File: config.mk
export PLATFORM = sky130hd
export DESIGN_NAME = pipe_id_issue_flat
export DESIGN_NICKNAME = d
export VERILOG_FILES = /design/src/rtl/pipe_pkg.sv /design/src/rtl/pipe_id_issue_if.sv /design/src/rtl/pipe_fwd_sel.sv /design/src/rtl/pipe_id_issue.sv /design/src/flat_wrapper.sv
export SDC_FILE = /design/constraint.sdc
export NUM_CORES = 1
export LEC_CHECK = 0
export CORE_AREA = 5 5 168 170
export CTS_CLUSTER_DIAMETER = 80
export DETAILED_ROUTE_END_ITERATION = 6
export DIE_AREA = 0 0 173 175
export MAX_ROUTING_LAYER = met4
export PLACE_DENSITY_LB_ADDON = 0.1
export SETUP_SLACK_MARGIN = 0.5
export SLEW_MARGIN = 10
export SYNTH_ARGS = -nofsm -noshare
export SYNTH_HDL_FRONTEND = slang
export SYNTH_SLANG_ARGS = --single-unit
File: constraint.sdc
create_clock -name clk -period 2.75 [get_ports clk]
set_input_delay 0.275 -clock clk [delete_from_list [all_inputs] [get_ports clk]]
set_output_delay 0.275 -clock clk [all_outputs]
set_load 0.03 [all_outputs]
File: src/rtl/pipe_pkg.sv
// Shared constants for the ID->EXE issue stage: operand forward selects,
// ALU control width and the jal link register number.
package pipe_pkg;

  localparam int ALUC_W = 4;
  localparam int JAL_RN = 31;

  typedef logic [1:0] fwd_sel_t;

  localparam fwd_sel_t FWD_RF      = 2'd0;
  localparam fwd_sel_t FWD_EXE     = 2'd1;
  localparam fwd_sel_t FWD_MEM_ALU = 2'd2;
  localparam fwd_sel_t FWD_MEM_MEM = 2'd3;

endpackage

File: src/rtl/pipe_id_issue_if.sv
// ID/EXE register bundle handed from the issue stage (master) to the
// EXE stage (slave).
interface pipe_id_issue_if #(
  parameter int DW = 32,
  parameter int RW = 5
);
  import pipe_pkg::*;

  logic [DW-1:0]     ea;
  logic [DW-1:0]     eb;
  logic [DW-1:0]     eimm;
  logic [DW-1:0]     epc4;
  logic [RW-1:0]     ern0;
  logic [ALUC_W-1:0] ealuc;
  logic              ealuimm;
  logic              eshift;
  logic              ejal;
  logic              ewreg;
  logic              em2reg;
  logic              ewmem;

  modport master (
    output ea, eb, eimm, epc4, ern0, ealuc,
    output ealuimm, eshift, ejal, ewreg, em2reg, ewmem
  );

  modport slave (
    input ea, eb, eimm, epc4, ern0, ealuc,
    input ealuimm, eshift, ejal, ewreg, em2reg, ewmem
  );

endinterface

File: src/rtl/pipe_fwd_sel.sv
// One operand's forwarding decision: EXE result beats MEM result beats the
// register file, and r0 always reads the register file.
module pipe_fwd_sel
  import pipe_pkg::*;
#(
  parameter int DW = 32,
  parameter int RW = 5
) (
  input  logic [RW-1:0] rn,
  input  logic [DW-1:0] rf_q,
  input  logic          ewreg,
  input  logic          em2reg,
  input  logic [RW-1:0] ern,
  input  logic [DW-1:0] ealu,
  input  logic          mwreg,
  input  logic          mm2reg,
  input  logic [RW-1:0] mrn,
  input  logic [DW-1:0] malu,
  input  logic [DW-1:0] mmo,
  output logic [DW-1:0] q
);

  fwd_sel_t sel;

  // A load in EXE has no data yet; that case is covered by the stall instead.
  always_comb begin
    sel = FWD_RF;
    if ((rn != '0) && ewreg && !em2reg && (ern == rn))
      sel = FWD_EXE;
    else if ((rn != '0) && mwreg && (mrn == rn))
      sel = mm2reg ? FWD_MEM_MEM : FWD_MEM_ALU;
  end

  always_comb begin
    unique case (sel)
      FWD_EXE:     q = ealu;
      FWD_MEM_ALU: q = malu;
      FWD_MEM_MEM: q = mmo;
      default:     q = rf_q;
    endcase
  end

endmodule

File: src/rtl/pipe_id_issue.sv
// ID->EXE issue stage: operand forwarding, load-use stall/bubble, the
// ID/EXE register and a saturating stall-cycle counter.
module pipe_id_issue
  import pipe_pkg::*;
#(
  parameter int DW = 32,
  parameter int RW = 5,
  parameter int CW = 32
) (
  input  logic              clk,
  input  logic              rst,
  input  logic [RW-1:0]     drs,
  input  logic [RW-1:0]     drt,
  input  logic              use_rs,
  input  logic              use_rt,
  input  logic [DW-1:0]     qa,
  input  logic [DW-1:0]     qb,
  input  logic [DW-1:0]     dimm,
  input  logic [DW-1:0]     dpc4,
  input  logic [RW-1:0]     drn0,
  input  logic [ALUC_W-1:0] daluc,
  input  logic              daluimm,
  input  logic              dshift,
  input  logic              djal,
  input  logic              dwreg,
  input  logic              dm2reg,
  input  logic              dwmem,
  input  logic [RW-1:0]     ern,
  input  logic              ewreg_fb,
  input  logic              em2reg_fb,
  input  logic [DW-1:0]     ealu,
  input  logic [RW-1:0]     mrn,
  input  logic              mwreg,
  input  logic              mm2reg,
  input  logic [DW-1:0]     malu,
  input  logic [DW-1:0]     mmo,
  input  logic              flush,
  output logic              stall,
  pipe_id_issue_if.master   ex,
  output logic [CW-1:0]     stall_cnt
);

  logic [DW-1:0] fwd_a, fwd_b;
  logic          bubble;

  pipe_fwd_sel #(.DW(DW), .RW(RW)) u_fwd_rs (
    .rn(drs), .rf_q(qa), .ewreg(ewreg_fb), .em2reg(em2reg_fb), .ern(ern),
    .ealu(ealu), .mwreg(mwreg), .mm2reg(mm2reg), .mrn(mrn), .malu(malu),
    .mmo(mmo), .q(fwd_a)
  );

  pipe_fwd_sel #(.DW(DW), .RW(RW)) u_fwd_rt (
    .rn(drt), .rf_q(qb), .ewreg(ewreg_fb), .em2reg(em2reg_fb), .ern(ern),
    .ealu(ealu), .mwreg(mwreg), .mm2reg(mm2reg), .mrn(mrn), .malu(malu),
    .mmo(mmo), .q(fwd_b)
  );

  // Load in EXE whose result a live source operand needs: hold ID one cycle.
  assign stall  = ewreg_fb & em2reg_fb & (ern != '0) &
                  ((use_rs & (ern == drs)) | (use_rt & (ern == drt)));
  assign bubble = stall | flush;

  logic [DW-1:0]     ea_d, eb_d, eimm_d, epc4_d;
  logic [DW-1:0]     ea_q, eb_q, eimm_q, epc4_q;
  logic [RW-1:0]     ern0_d, ern0_q;
  logic [ALUC_W-1:0] ealuc_d, ealuc_q;
  logic              ealuimm_d, eshift_d, ejal_d, ewreg_d, em2reg_d, ewmem_d;
  logic              ealuimm_q, eshift_q, ejal_q, ewreg_q, em2reg_q, ewmem_q;
  logic [CW-1:0]     cnt_d, cnt_q;

  always_comb begin
    ea_d      = fwd_a;
    eb_d      = fwd_b;
    eimm_d    = dimm;
    epc4_d    = dpc4;
    ern0_d    = drn0;
    ealuc_d   = daluc;
    ealuimm_d = daluimm;
    eshift_d  = dshift;
    ejal_d    = djal;
    ewreg_d   = dwreg;
    em2reg_d  = dm2reg;
    ewmem_d   = dwmem;
    if (bubble) begin
      ea_d      = '0;
      eb_d      = '0;
      eimm_d    = '0;
      epc4_d    = '0;
      ern0_d    = '0;
      ealuc_d   = '0;
      ealuimm_d = 1'b0;
      eshift_d  = 1'b0;
      ejal_d    = 1'b0;
      ewreg_d   = 1'b0;
      em2reg_d  = 1'b0;
      ewmem_d   = 1'b0;
    end
  end

  always_comb begin
    cnt_d = cnt_q;
    if (stall && (cnt_q != {CW{1'b1}}))
      cnt_d = cnt_q + CW'(1);
  end

  // ---- ID/EXE register boundary ----
  always_ff @(posedge clk) begin
    if (rst) begin
      ea_q      <= '0;
      eb_q      <= '0;
      eimm_q    <= '0;
      epc4_q    <= '0;
      ern0_q    <= '0;
      ealuc_q   <= '0;
      ealuimm_q <= 1'b0;
      eshift_q  <= 1'b0;
      ejal_q    <= 1'b0;
      ewreg_q   <= 1'b0;
      em2reg_q  <= 1'b0;
      ewmem_q   <= 1'b0;
      cnt_q     <= '0;
    end else begin
      ea_q      <= ea_d;
      eb_q      <= eb_d;
      eimm_q    <= eimm_d;
      epc4_q    <= epc4_d;
      ern0_q    <= ern0_d;
      ealuc_q   <= ealuc_d;
      ealuimm_q <= ealuimm_d;
      eshift_q  <= eshift_d;
      ejal_q    <= ejal_d;
      ewreg_q   <= ewreg_d;
      em2reg_q  <= em2reg_d;
      ewmem_q   <= ewmem_d;
      cnt_q     <= cnt_d;
    end
  end

  assign ex.ea      = ea_q;
  assign ex.eb      = eb_q;
  assign ex.eimm    = eimm_q;
  assign ex.epc4    = epc4_q;
  assign ex.ern0    = ern0_q;
  assign ex.ealuc   = ealuc_q;
  assign ex.ealuimm = ealuimm_q;
  assign ex.eshift  = eshift_q;
  assign ex.ejal    = ejal_q;
  assign ex.ewreg   = ewreg_q;
  assign ex.em2reg  = em2reg_q;
  assign ex.ewmem   = ewmem_q;
  assign stall_cnt  = cnt_q;

endmodule

File: src/flat_wrapper.sv
// flat-port wrapper written by rule: the top's interface ports become plain ports
module pipe_id_issue_flat import pipe_pkg::*;
#(
  parameter int DW = 32,
  parameter int RW = 5,
  parameter int CW = 32
)
  (clk, rst, drs, drt, use_rs, use_rt, qa, qb, dimm, dpc4, drn0, daluc, daluimm, dshift, djal, dwreg, dm2reg, dwmem, ern, ewreg_fb, em2reg_fb, ealu, mrn, mwreg, mm2reg, malu, mmo, flush, stall, stall_cnt, ex_ea, ex_eb, ex_eimm, ex_epc4, ex_ern0, ex_ealuc, ex_ealuimm, ex_eshift, ex_ejal, ex_ewreg, ex_em2reg, ex_ewmem);
  pipe_id_issue_if #(.DW(DW), .RW(RW)) ex_i ();
  input  logic clk;
  input  logic rst;
  input  logic [RW-1:0] drs;
  input  logic [RW-1:0] drt;
  input  logic use_rs;
  input  logic use_rt;
  input  logic [DW-1:0] qa;
  input  logic [DW-1:0] qb;
  input  logic [DW-1:0] dimm;
  input  logic [DW-1:0] dpc4;
  input  logic [RW-1:0] drn0;
  input  logic [ALUC_W-1:0] daluc;
  input  logic daluimm;
  input  logic dshift;
  input  logic djal;
  input  logic dwreg;
  input  logic dm2reg;
  input  logic dwmem;
  input  logic [RW-1:0] ern;
  input  logic ewreg_fb;
  input  logic em2reg_fb;
  input  logic [DW-1:0] ealu;
  input  logic [RW-1:0] mrn;
  input  logic mwreg;
  input  logic mm2reg;
  input  logic [DW-1:0] malu;
  input  logic [DW-1:0] mmo;
  input  logic flush;
  output logic stall;
  output logic [CW-1:0] stall_cnt;
  output wire logic [$bits(ex_i.ea)-1:0] ex_ea;
  output wire logic [$bits(ex_i.eb)-1:0] ex_eb;
  output wire logic [$bits(ex_i.eimm)-1:0] ex_eimm;
  output wire logic [$bits(ex_i.epc4)-1:0] ex_epc4;
  output wire logic [$bits(ex_i.ern0)-1:0] ex_ern0;
  output wire logic [$bits(ex_i.ealuc)-1:0] ex_ealuc;
  output wire logic [$bits(ex_i.ealuimm)-1:0] ex_ealuimm;
  output wire logic [$bits(ex_i.eshift)-1:0] ex_eshift;
  output wire logic [$bits(ex_i.ejal)-1:0] ex_ejal;
  output wire logic [$bits(ex_i.ewreg)-1:0] ex_ewreg;
  output wire logic [$bits(ex_i.em2reg)-1:0] ex_em2reg;
  output wire logic [$bits(ex_i.ewmem)-1:0] ex_ewmem;
  assign ex_ea = ex_i.ea;
  assign ex_eb = ex_i.eb;
  assign ex_eimm = ex_i.eimm;
  assign ex_epc4 = ex_i.epc4;
  assign ex_ern0 = ex_i.ern0;
  assign ex_ealuc = ex_i.ealuc;
  assign ex_ealuimm = ex_i.ealuimm;
  assign ex_eshift = ex_i.eshift;
  assign ex_ejal = ex_i.ejal;
  assign ex_ewreg = ex_i.ewreg;
  assign ex_em2reg = ex_i.em2reg;
  assign ex_ewmem = ex_i.ewmem;
  pipe_id_issue #(.DW(DW), .RW(RW), .CW(CW)) u_core (.clk(clk), .rst(rst), .drs(drs), .drt(drt), .use_rs(use_rs), .use_rt(use_rt), .qa(qa), .qb(qb), .dimm(dimm), .dpc4(dpc4), .drn0(drn0), .daluc(daluc), .daluimm(daluimm), .dshift(dshift), .djal(djal), .dwreg(dwreg), .dm2reg(dm2reg), .dwmem(dwmem), .ern(ern), .ewreg_fb(ewreg_fb), .em2reg_fb(em2reg_fb), .ealu(ealu), .mrn(mrn), .mwreg(mwreg), .mm2reg(mm2reg), .malu(malu), .mmo(mmo), .flush(flush), .stall(stall), .ex(ex_i), .stall_cnt(stall_cnt));
endmodule
==> impl_results.md, run 1 <==
- Status: completed
- GPL Wtd Cong: 0.822
- Flops & latches, synth: 175
- Worst slew margin: 38.8%
- Layout net count: 1,507
- Die H: 175 microns
- Max Cap Viol: 0
- Maximum vdd drop: 0.000274 V
- Area growth syn-to-layout: 79.7%
- Final setup viols: 0
- Vias per Instance: 4.73
- Count of cell types in the netlist: 37
- Total Routing Usage GR: 20.5%
- Die Wd: 173 microns
- Synth top area share: 48.8%
- Family with the most delay on the worst path: simple AND/OR/NAND/NOR gates
- Tmin final: 2160 ps
- Final setup TNS: 0 ps
- Average wire per cell in the routed design: 20.2 microns
- R2R depth: 8
- Final Total Pwr: 6260 uW
- Power per cell area: 485 nW/um^2
- Initial antenna violation count: 6
- Worst hold path startpoint: dimm[19]
- Worst-path fanout max: 36
- Post-synth EDFFs: 0
- # DRC: 0
- CP max stage delay: 830 ps
- Max Freq: 464 MHz
- RSZ-0062 raised after global routing: true
- CTS H-Tree Depth: 4
- GR Overflow Total: 0
- Critical path startpoint category: input pin
- Cell Area, Synth: 7170 sq um
- Pleak: 0.00465 uW
- Starting Density: 27.0%
- Seq/Total Area, Yosys: 48.8%
- Core Region: 26,600 sq um
- Router iterations before antenna repair: 4
- Slowest CP cell: nor4_4
- RR Endpoint: u_core.stall_cnt[0]$_SDFFE_PP0P_
- Iter 0 DRT Violations: 449
- Synth Net Count: 1,068
- Vias in the first global route: 7,421
- Final period util: 78.4%
- Worst r2r src: u_core.stall_cnt[0]$_SDFFE_PP0P_
- WHS Path Cells: 2
- Worst Setup End Kind: flip-flop
- Cells taking the most area after synthesis: dfxtp_1 49%, nand2_1 7.3%, and2_1 6.9%
- Clk_lat worst skew: 440 ps
- Hold_buf cts: 0
- Cell breakdown of the critical path: clkdlybuf4s50_1 > or4_1 > nor2_1 > nor4_4 > buf_12 > nand2_1 > o211ai_1 > a21oi_2
- WHS Endpoint: u_core.ex.eimm[19]$_SDFF_PP0_
- Global-route wire length before repair: 46,700 microns
- Root Buffer: clkbuf_16
- Port Buffers: 443
- Reg2Reg Setup Slack: 670 ps
- Ys async rst share: 0%
- Clk_skew: 12.7 ps
- Max clock buf depth: 2
- Cells after Synth: 799
- Hold Path Class: in -> reg
- Critical path buffers and inverters: 2
- DIE AREA: 30,300 sq um
- Ys flop type: dfxtp_1
- Syn Area/Cell: 8.98 sq um
- Routed Wire Length: 32,300 microns
- IO Count: 444
- Vias: 7,559
- CTS buffer count: 17
- Filler cell count: 2,548
- Clock slew at reported path FFs: 80 ps
- Fin. max-slew vios: 0
- CTS tree: done
- Final hold violation count: 0
- Standard-cell rows: 60
- Post-DP HPWL: 24,600 microns
- Worst Path Arrival: 2470 ps
- Cell count along the critical path: 8
- Worst slew pin tran: 911 ps
- CP Data Required Time: 3070 ps
- Reg area: 3510 sq um
- Area leader, netlist: dfxtp_1
- Fraction of layout cells with a size suffix above 1: 8.31%
- CTS sink cnt: 175
- Synth warn: 0
- Routed Antenna Nets: 0
- Largest net degree at the start of global routing: 80
- Critical path class: in -> reg
- Footprint of the multi-input gates: 3470 sq um
- Critical path origin: drs[1]
## where the power goes
| group | switching [uW] | internal, uW |
|---|---|---|
| clock | 1260 | 1240 |
| combinational | 491 | 618 |
| sequential | 24.4 | 2620 |
| total | 1770 | 4480 |
## worst reg2reg max path: cells and delay by family, from the launching register on
kind | cells | cell delay, ps
xor+xnor | 1 | 130
simple gates | 3 | 460
buf+inv | 2 | 370
compound gates | 1 | 370
flops | 1 | 350
fa+ha+maj | 1 | 260
## logic make-up (layout without fill, tap and decap cells)
group	count (synthesis)	count (layout)	share of synthesized area, %
flops	175	175	48.8
buf+inv	63	515	4.27
compound gates	187	187	16.1
xor+xnor	21	21	2.56
fa+ha+maj	1	1	0.174
mux	35	35	4.92
simple gates	317	317	23.1
other cells	0	5	0
## worst max-delay path by stage
stage / to / slack [ps]
after CTS: u_core.stall_cnt[27]$_SDFFE_PP0P_ / 500
after global routing: u_core.stall_cnt[11]$_SDFFE_PP0P_ / 480
after global placement: u_core.ex.eb[4]$_SDFF_PP0_ / 60
after detailed placement: u_core.ex.eb[24]$_SDFF_PP0_ / 60
after floorplan: u_core.stall_cnt[1]$_SDFFE_PP0P_ / 520
final: u_core.ex.ea[28]$_SDFF_PP0_ / 590
## layer usage
| metal | track usage [%] | vias to the layer above | wire length (microns) |
|---|---|---|---|
| li1 | - | 3679 | - |
| met1 | 23.2 | 3539 | 13200 |
| met2 | 35.2 | 306 | 16300 |
| met3 | 6.17 | 35 | 2260 |
| met4 | 6.39 | 0 | 563 |
| met5 | - | - | 0 |
## cell usage in the layout (no fill, tap or decap), types with 12 or more instances in the layout
| master | count |
|---|---|
| clkdlybuf4s50_1 | 433 |
| clkbuf_16 | 18 |
| nand3_1 | 12 |
| nand4_1 | 14 |
| a21oi_1 | 88 |
| mux2i_1 | 33 |
| dfxtp_1 | 168 |
| o21ai_0 | 26 |
| and2_1 | 79 |
| or3_1 | 24 |
| nand2_1 | 140 |
| buf_4 | 26 |
| xnor2_1 | 12 |
| o211ai_1 | 64 |
## sequential cells by signal, summed over array words and instances (netlist names)
signal,count
u_core.ex.em2reg,1
u_core.ex.ewmem,1
u_core.ex.ewreg,1
u_core.ex.ejal,1
u_core.ex.eimm,32
u_core.ex.eb,32
u_core.ex.ern0,5
u_core.stall_cnt,32
u_core.ex.eshift,1
u_core.ex.epc4,32
u_core.ex.ealuc,4
u_core.ex.ea,32
u_core.ex.ealuimm,1
## cell usage after synthesis, types with 4 or more instances
| library cell | number |
|---|---|
| inv_1 | 4 |
| xor2_1 | 5 |
| o211ai_1 | 64 |
| nand2_1 | 140 |
| clkbuf_1 | 43 |
| o31ai_1 | 4 |
| and2_1 | 79 |
| or4_1 | 11 |
| buf_6 | 6 |
| buf_2 | 4 |
| dfxtp_1 | 175 |
| buf_4 | 5 |
| nor2b_1 | 4 |
| a21oi_1 | 89 |
| or3_1 | 25 |
| nor2_1 | 10 |
| and3_1 | 6 |
| xnor2_1 | 16 |
| mux2i_1 | 33 |
| nand3_1 | 12 |
| nand4_1 | 14 |
| and4_1 | 6 |
| o21ai_0 | 26 |
## metrics by stage
step | util (%) | cell area (sq um) | hold WS [ps] | std cells | worst slack (ps)
after floorplan | - | 7180 | 397 | 799 | 516
after global placement | 45.5 | 12100 | 485 | 1555 | 64.5
after detailed placement | 45.5 | 12100 | 495 | 1555 | 58.5
after global routing | 48.5 | 12900 | 373 | 1597 | 481
after CTS | 47.9 | 12700 | 366 | 1590 | 503
final | 48.5 | 12900 | 388 | 1597 | 593
## cell type report
class / count / area share, %
Timing Repair Buffer: 479 / 37.6
Sequential cell: 175 / 27.2
Multi-Input combinational cell: 561 / 26.9
Tap cell: 341 / 3.31
Clock buffer: 17 / 3.30
Clock inverter: 15 / 1.46
Inverter: 4 / 0.116
Antenna cell: 5 / 0.0970
## timing repair
action | in CTS | in global routing
resized for setup | 0 | 31
setup buffers | 3 | 1
endpoints found under the setup margin | 12 | 98
pin swaps | 1 | 6
gates cloned | 0 | 1
Note: power is estimated with default switching activity, not from simulation.
==> run 2, diff against run 1 <==
Clock period 2.75 ns to 2.2 ns, I/O delays scaled along.
==> run 2 against run 1 <==
Against the previous run: cell count increased by 7.2%; sequential share of layout area decreased by 3.2 points; register-to-register slack got worse by 480 ps; critical path type is now reg -> reg; critical endpoint is now u_core.stall_cnt[28]$_SDFFE_PP0P_; largest power group unchanged.
==> impl_results.md, run 2 (synthesized netlist as in run 1, its figures left out) <==
- Status: completed
- Max clock buf depth: 2
- Critical path startpoint category: flip-flop
- Wire length on met1: 14,400 microns
- Clk_lat worst skew: 430 ps
- Average wire per cell in the routed design: 20.7 microns
- Total Routing Usage GR: 21.7%
- Max Cap Viol: 0
- Die Wd: 173 microns
- Final hold slack: 344 ps
- Non-Filler Instances: 1,712
- CTS tree: done
- Global-route wire length before repair: 49,300 microns
- Clock slew at reported path FFs: 80 ps
- Routed Antenna Nets: 0
- Hold Path Class: in -> reg
- Met3 WL: 2170 microns
- Worst Setup End Kind: flip-flop
- GPL Wtd Cong: 0.809
- Post-DP HPWL: 25,000 microns
- GR Overflow Total: 0
- Final cell utilization of the core: 55.4%
- CTS buffer count: 17
- Worst slew margin: 68.6%
- Most frequent cells in the layout: 353 x clkdlybuf4s50_1, 160 x dfxtp_1, 138 x nand2_1, 77 x buf_4, 71 x and2_1
- IO Count: 444
- Critical path class: reg -> reg
- Final setup viols: 0
- Largest net degree at the start of global routing: 80
- Worst slew pin tran: 473 ps
- Commonest non-fill, non-tap cell in the layout: clkdlybuf4s50_1
- RSZ-0062 raised after global routing: true
- CTS H-Tree Depth: 4
- Die H: 175 microns
- Maximum vdd drop: 0.000486 V
- Family with the most delay on the worst path: simple AND/OR/NAND/NOR gates
- Pre-CTS WS: -351 ps
- Iter 0 DRT Violations: 314
- Critical path buffers and inverters: 1
- Initial antenna violation count: 7
- Hold_buf cts: 0
- DR WL met2: 18,300 microns
- Starting Density: 27.0%
- Core Region: 26,600 sq um
- Pleak: 0.00595 uW
- Fin. max-slew vios: 0
- Cell breakdown of the critical path: and4_4 > and4_4 > nand3_4 > buf_6 > or4_4 > or3_1 > a21oi_2
- Power per cell area: 545 nW/um^2
- Slowest CP cell: or4_4
- Worst Path Arrival: 2370 ps
- Port Buffers: 443
- Final hold violation count: 0
- # DRC: 0
- Routed Wire Length: 35,400 microns
- Worst-path fanout max: 4
- Standard-cell rows: 60
- DIE AREA: 30,300 sq um
- Top sig layer: met4
- Vias: 7,953
- Layout net count: 1,619
- Router iterations before antenna repair: 6
- DP Cell Count: 1,608
- Area growth syn-to-layout: 105%
- CTS sink cnt: 175
- Tmin final: 2010 ps
- Crit path top cell by count: and4_4
- Vias in the first global route: 7,825
- CP Data Required Time: 2560 ps
- Setup WS post-layout: 192 ps
- Clk_skew: 12.0 ps
- Root Buffer: clkbuf_16
- Final period util: 91.3%
- Max Freq: 498 MHz
- CP max stage delay: 410 ps
- Fraction of layout cells with a size suffix above 1: 25.8%
- Vias per Instance: 4.65
-- run 2: per-layer routing --
metal / GRT usage (%) / vias up
li1: - / 3920
met1: 24.5 / 3751
met2: 37.9 / 253
met3: 6.10 / 29
met4: 5.85 / 0
met5: - / -
-- run 2: worst paths after layout --
check                                    start                                 to  slack, ps  cells past startpoint
min                                   dpc4[26]      u_core.ex.epc4[26]$_SDFF_PP0_        340                      2
min reg2reg  u_core.stall_cnt[18]$_SDFFE_PP0P_  u_core.stall_cnt[18]$_SDFFE_PP0P_        500                      2
max           u_core.stall_cnt[9]$_SDFFE_PP0P_  u_core.stall_cnt[28]$_SDFFE_PP0P_        190                      7
max reg2reg   u_core.stall_cnt[9]$_SDFFE_PP0P_  u_core.stall_cnt[28]$_SDFFE_PP0P_        190                      7
-- run 2: final cells by class --
cell class / instances / area (sq um)
Antenna cell: 8 / 20.0
Clock buffer: 18 / 439
Clock inverter: 14 / 165
Fill cell: 2442 / 11900
Inverter: 4 / 15.0
Multi-Input combinational cell: 562 / 3940
Sequential cell: 175 / 3530
Tap cell: 341 / 427
Timing Repair Buffer: 590 / 6180
-- run 2: repair_timing --
item | in CTS | in global routing
setup buffers | 28 | 13
gates resized for setup | 206 | 77
gates cloned | 8 | 15
pin swaps | 65 | 52
setup endpoints to repair | 224 | 194
-- run 2: per-stage QoR --
| step | setup TNS (ps) | instance area, sq um | total power, uW |
|---|---|---|---|
| after floorplan | 0 | 7530 | 3960 |
| after global placement | -47640 | 12900 | 4820 |
| after detailed placement | -47820 | 12900 | 4830 |
| after CTS | 0 | 14000 | 7990 |
| after global routing | 0 | 14700 | 8320 |
| final | 0 | 14700 | 8020 |
-- run 2: where the power goes --
part	total (uW)	internal, uW	switching, uW
clock	3120	1580	1540
sequential	3300	3270	30.5
combinational	1600	900	698
total	8020	5750	2270
-- run 2: worst reg2reg max path, delay by kind of cell (launching register included) --
| kind | cells | cell delay (ps) |
|---|---|---|
| and+or+nand+nor | 5 | 1330 |
| DFF | 1 | 350 |
| buffers and inverters | 1 | 150 |
| AOI/OAI and AO/OA | 1 | 120 |
==> run 3, diff against run 2 <==
Settings changed: SETUP_SLACK_MARGIN 0.5 to unset.
==> run 3 against run 2 <==
Against the previous run: cell count decreased by 5.1%; setup slack lost 92 ps; clock skew about the same; cell area decreased by 11%; maximum frequency is 4.4% lower; non-clock buffer count is 86 lower; register-to-register slack worse by 60 ps; critical path depth is 1 higher; combinational power is 12% lower; power down 2.8%; largest cell class unchanged.
==> impl_results.md, run 3 (synthesized netlist as in run 1, its figures left out) <==
- Status: completed
- Pint: 5620 uW
- Fraction of layout cells with a size suffix above 1: 9.56%
- Final Total Pwr: 7800 uW
- Maximum vdd drop: 0.000421 V
- Slowest CP cell: clkdlybuf4s50_1
- Vias per Instance: 4.62
- Die Wd: 173 microns
- Final setup viols: 0
- Final hold slack: 333 ps
- Clk pwr share: 39.4%
- Hold Path Class: in -> reg
- Port Buffers: 443
- Max Freq: 476 MHz
- RSZ-0062 raised after global routing: false
- Router iterations before antenna repair: 4
- CTS H-Tree Depth: 4
- Worst slew margin: 55.0%
- Worst slew pin tran: 670 ps
- Cell breakdown of the critical path: clkdlybuf4s50_1 > and3_2 > nand4_1 > o32ai_4 > o31ai_4 > buf_4 > nor4b_2 > mux2_2
- Average wire per cell in the routed design: 19.7 microns
- CTS tree: done
- Clock slew at reported path FFs: 80 ps
- Vias in the first global route: 7,459
- Worst-path fanout max: 6
- Tmin final: 2100 ps
- Total Routing Usage GR: 20.8%
- Final setup TNS: 0 ps
- Reg2Reg Setup Slack: 130 ps
- Layout net count: 1,532
- Post-DP HPWL: 25,200 microns
- Fin. max-slew vios: 0
- Family with the most delay on the worst path: buffers and inverters
- Routed Wire Length: 32,000 microns
- Seq pwr share: 42.5%
- GPL Wtd Cong: 0.862
- Power per cell area: 595 nW/um^2
- CTS buffer count: 17
- # DRC: 0
- Critical path origin: em2reg_fb
- Starting Density: 27.0%
- Final period util: 95.4%
- CP max stage delay: 490 ps
- Critical path startpoint category: input pin
- Switching fraction of total power: 27.9%
- Core Region: 26,600 sq um
- CTS sink cnt: 175
- Area growth syn-to-layout: 82.6%
- Worst Setup End Kind: flip-flop
- Root Buffer: clkbuf_16
- Initial antenna violation count: 7
- Switch Pwr: 2180 uW
- RR Endpoint: u_core.stall_cnt[31]$_SDFFE_PP0P_
- Pleak: 0.00473 uW
- Iter 0 DRT Violations: 377
- Worst Path Arrival: 2430 ps
- Largest net degree at the start of global routing: 65
- Critical path class: in -> reg
- GR Overflow Total: 0
- Clk_skew: 11.5 ps
- Standard-cell rows: 60
- Max Cap Viol: 0
- Max clock buf depth: 2
- Commonest non-fill, non-tap cell in the layout: clkdlybuf4s50_1
- Power share of the combinational group: 18.1%
- Worst r2r src: u_core.stall_cnt[25]$_SDFFE_PP0P_
- R2R depth: 7
- Critical path buffers and inverters: 2
- CP Data Required Time: 2530 ps
- Hold_buf cts: 0
- Global-route wire length before repair: 47,200 microns
- Clk_lat worst skew: 440 ps
- Routed Antenna Nets: 0
- Cell count along the critical path: 8
- Final hold violation count: 0
- Die H: 175 microns
- IO Count: 444
- Most frequent cells in the layout: 439 x clkdlybuf4s50_1, 169 x dfxtp_1, 140 x nand2_1, 88 x a21oi_1, 79 x and2_1
- DIE AREA: 30,300 sq um
- Critical Path Sink: u_core.stall_cnt[31]$_SDFFE_PP0P_
- Vias: 7,506
[run 3: changes by cell type in the layout (fill, tap and decap cells not counted), sizes merged, moves of 3 or more]
cell           change
buf               -87
clkbuf            -12
clkdlybuf4s15      -3
clkdlybuf4s50     +86
dlygate4sd2       -53
dlymetal6s2s      -17
[run 3: worst min path at each step]
stage | from | end | slack, ps | cells past startpoint
floorplan | daluc[0] | u_core.ex.ealuc[0]$_SDFF_PP0_ | 340 | 1
global placement | u_core.stall_cnt[8]$_SDFFE_PP0P_ | u_core.stall_cnt[8]$_SDFFE_PP0P_ | 480 | 2
detailed placement | u_core.stall_cnt[8]$_SDFFE_PP0P_ | u_core.stall_cnt[8]$_SDFFE_PP0P_ | 480 | 2
CTS | dimm[29] | u_core.ex.eimm[29]$_SDFF_PP0_ | 310 | 2
global route | dimm[29] | u_core.ex.eimm[29]$_SDFF_PP0_ | 320 | 2
finish | dimm[29] | u_core.ex.eimm[29]$_SDFF_PP0_ | 330 | 2
[run 3: metal layers]
| layer | track usage, % | wire [microns] | vias to the layer above |
|---|---|---|---|
| li1 | - | - | 3724 |
| met1 | 24.1 | 13100 | 3479 |
| met2 | 35.1 | 16000 | 280 |
| met3 | 6.32 | 2310 | 23 |
| met4 | 5.79 | 498 | 0 |
| met5 | - | 0 | - |
[run 3: power by group through the flow]
| stage | combinational (uW) | sequential, uW | clock [uW] |
|---|---|---|---|
| floorplan | 300 | 3610 | 0 |
| finish | 1410 | 3310 | 3070 |
| global placement | 1400 | 3380 | 0 |
| global route | 1500 | 3320 | 3290 |
| detailed placement | 1410 | 3390 | 0 |
| CTS | 1420 | 3310 | 3150 |
[run 3: what timing repair did]
action,in CTS,in global routing
endpoints found under the setup margin,0,78
resized for setup,0,15
endpoints found under the hold margin,0,0
buffers inserted,0,2
[run 3: final cells by class]
cell class | instances | area [sq um]
tap | 341 | 427
inverter | 4 | 15.0
sequential | 175 | 3510
clock buffer | 18 | 429
antenna | 7 | 17.5
clock inverter | 14 | 168
multi-input combinational | 561 | 3430
timing repair buffer | 504 | 5100
fill | 2586 | 13500
[run 3: stage by stage]
stage               util (%)  std cells  worst slack, ps  instance area [sq um]
global route            49.3       1624            0.802                  13100
global placement        46.6       1582             -410                  12400
finish                  49.3       1624              100                  13100
detailed placement      46.6       1582             -443                  12400
CTS                     48.9       1614             22.2                  13000
floorplan                  -        799             12.8                   7180
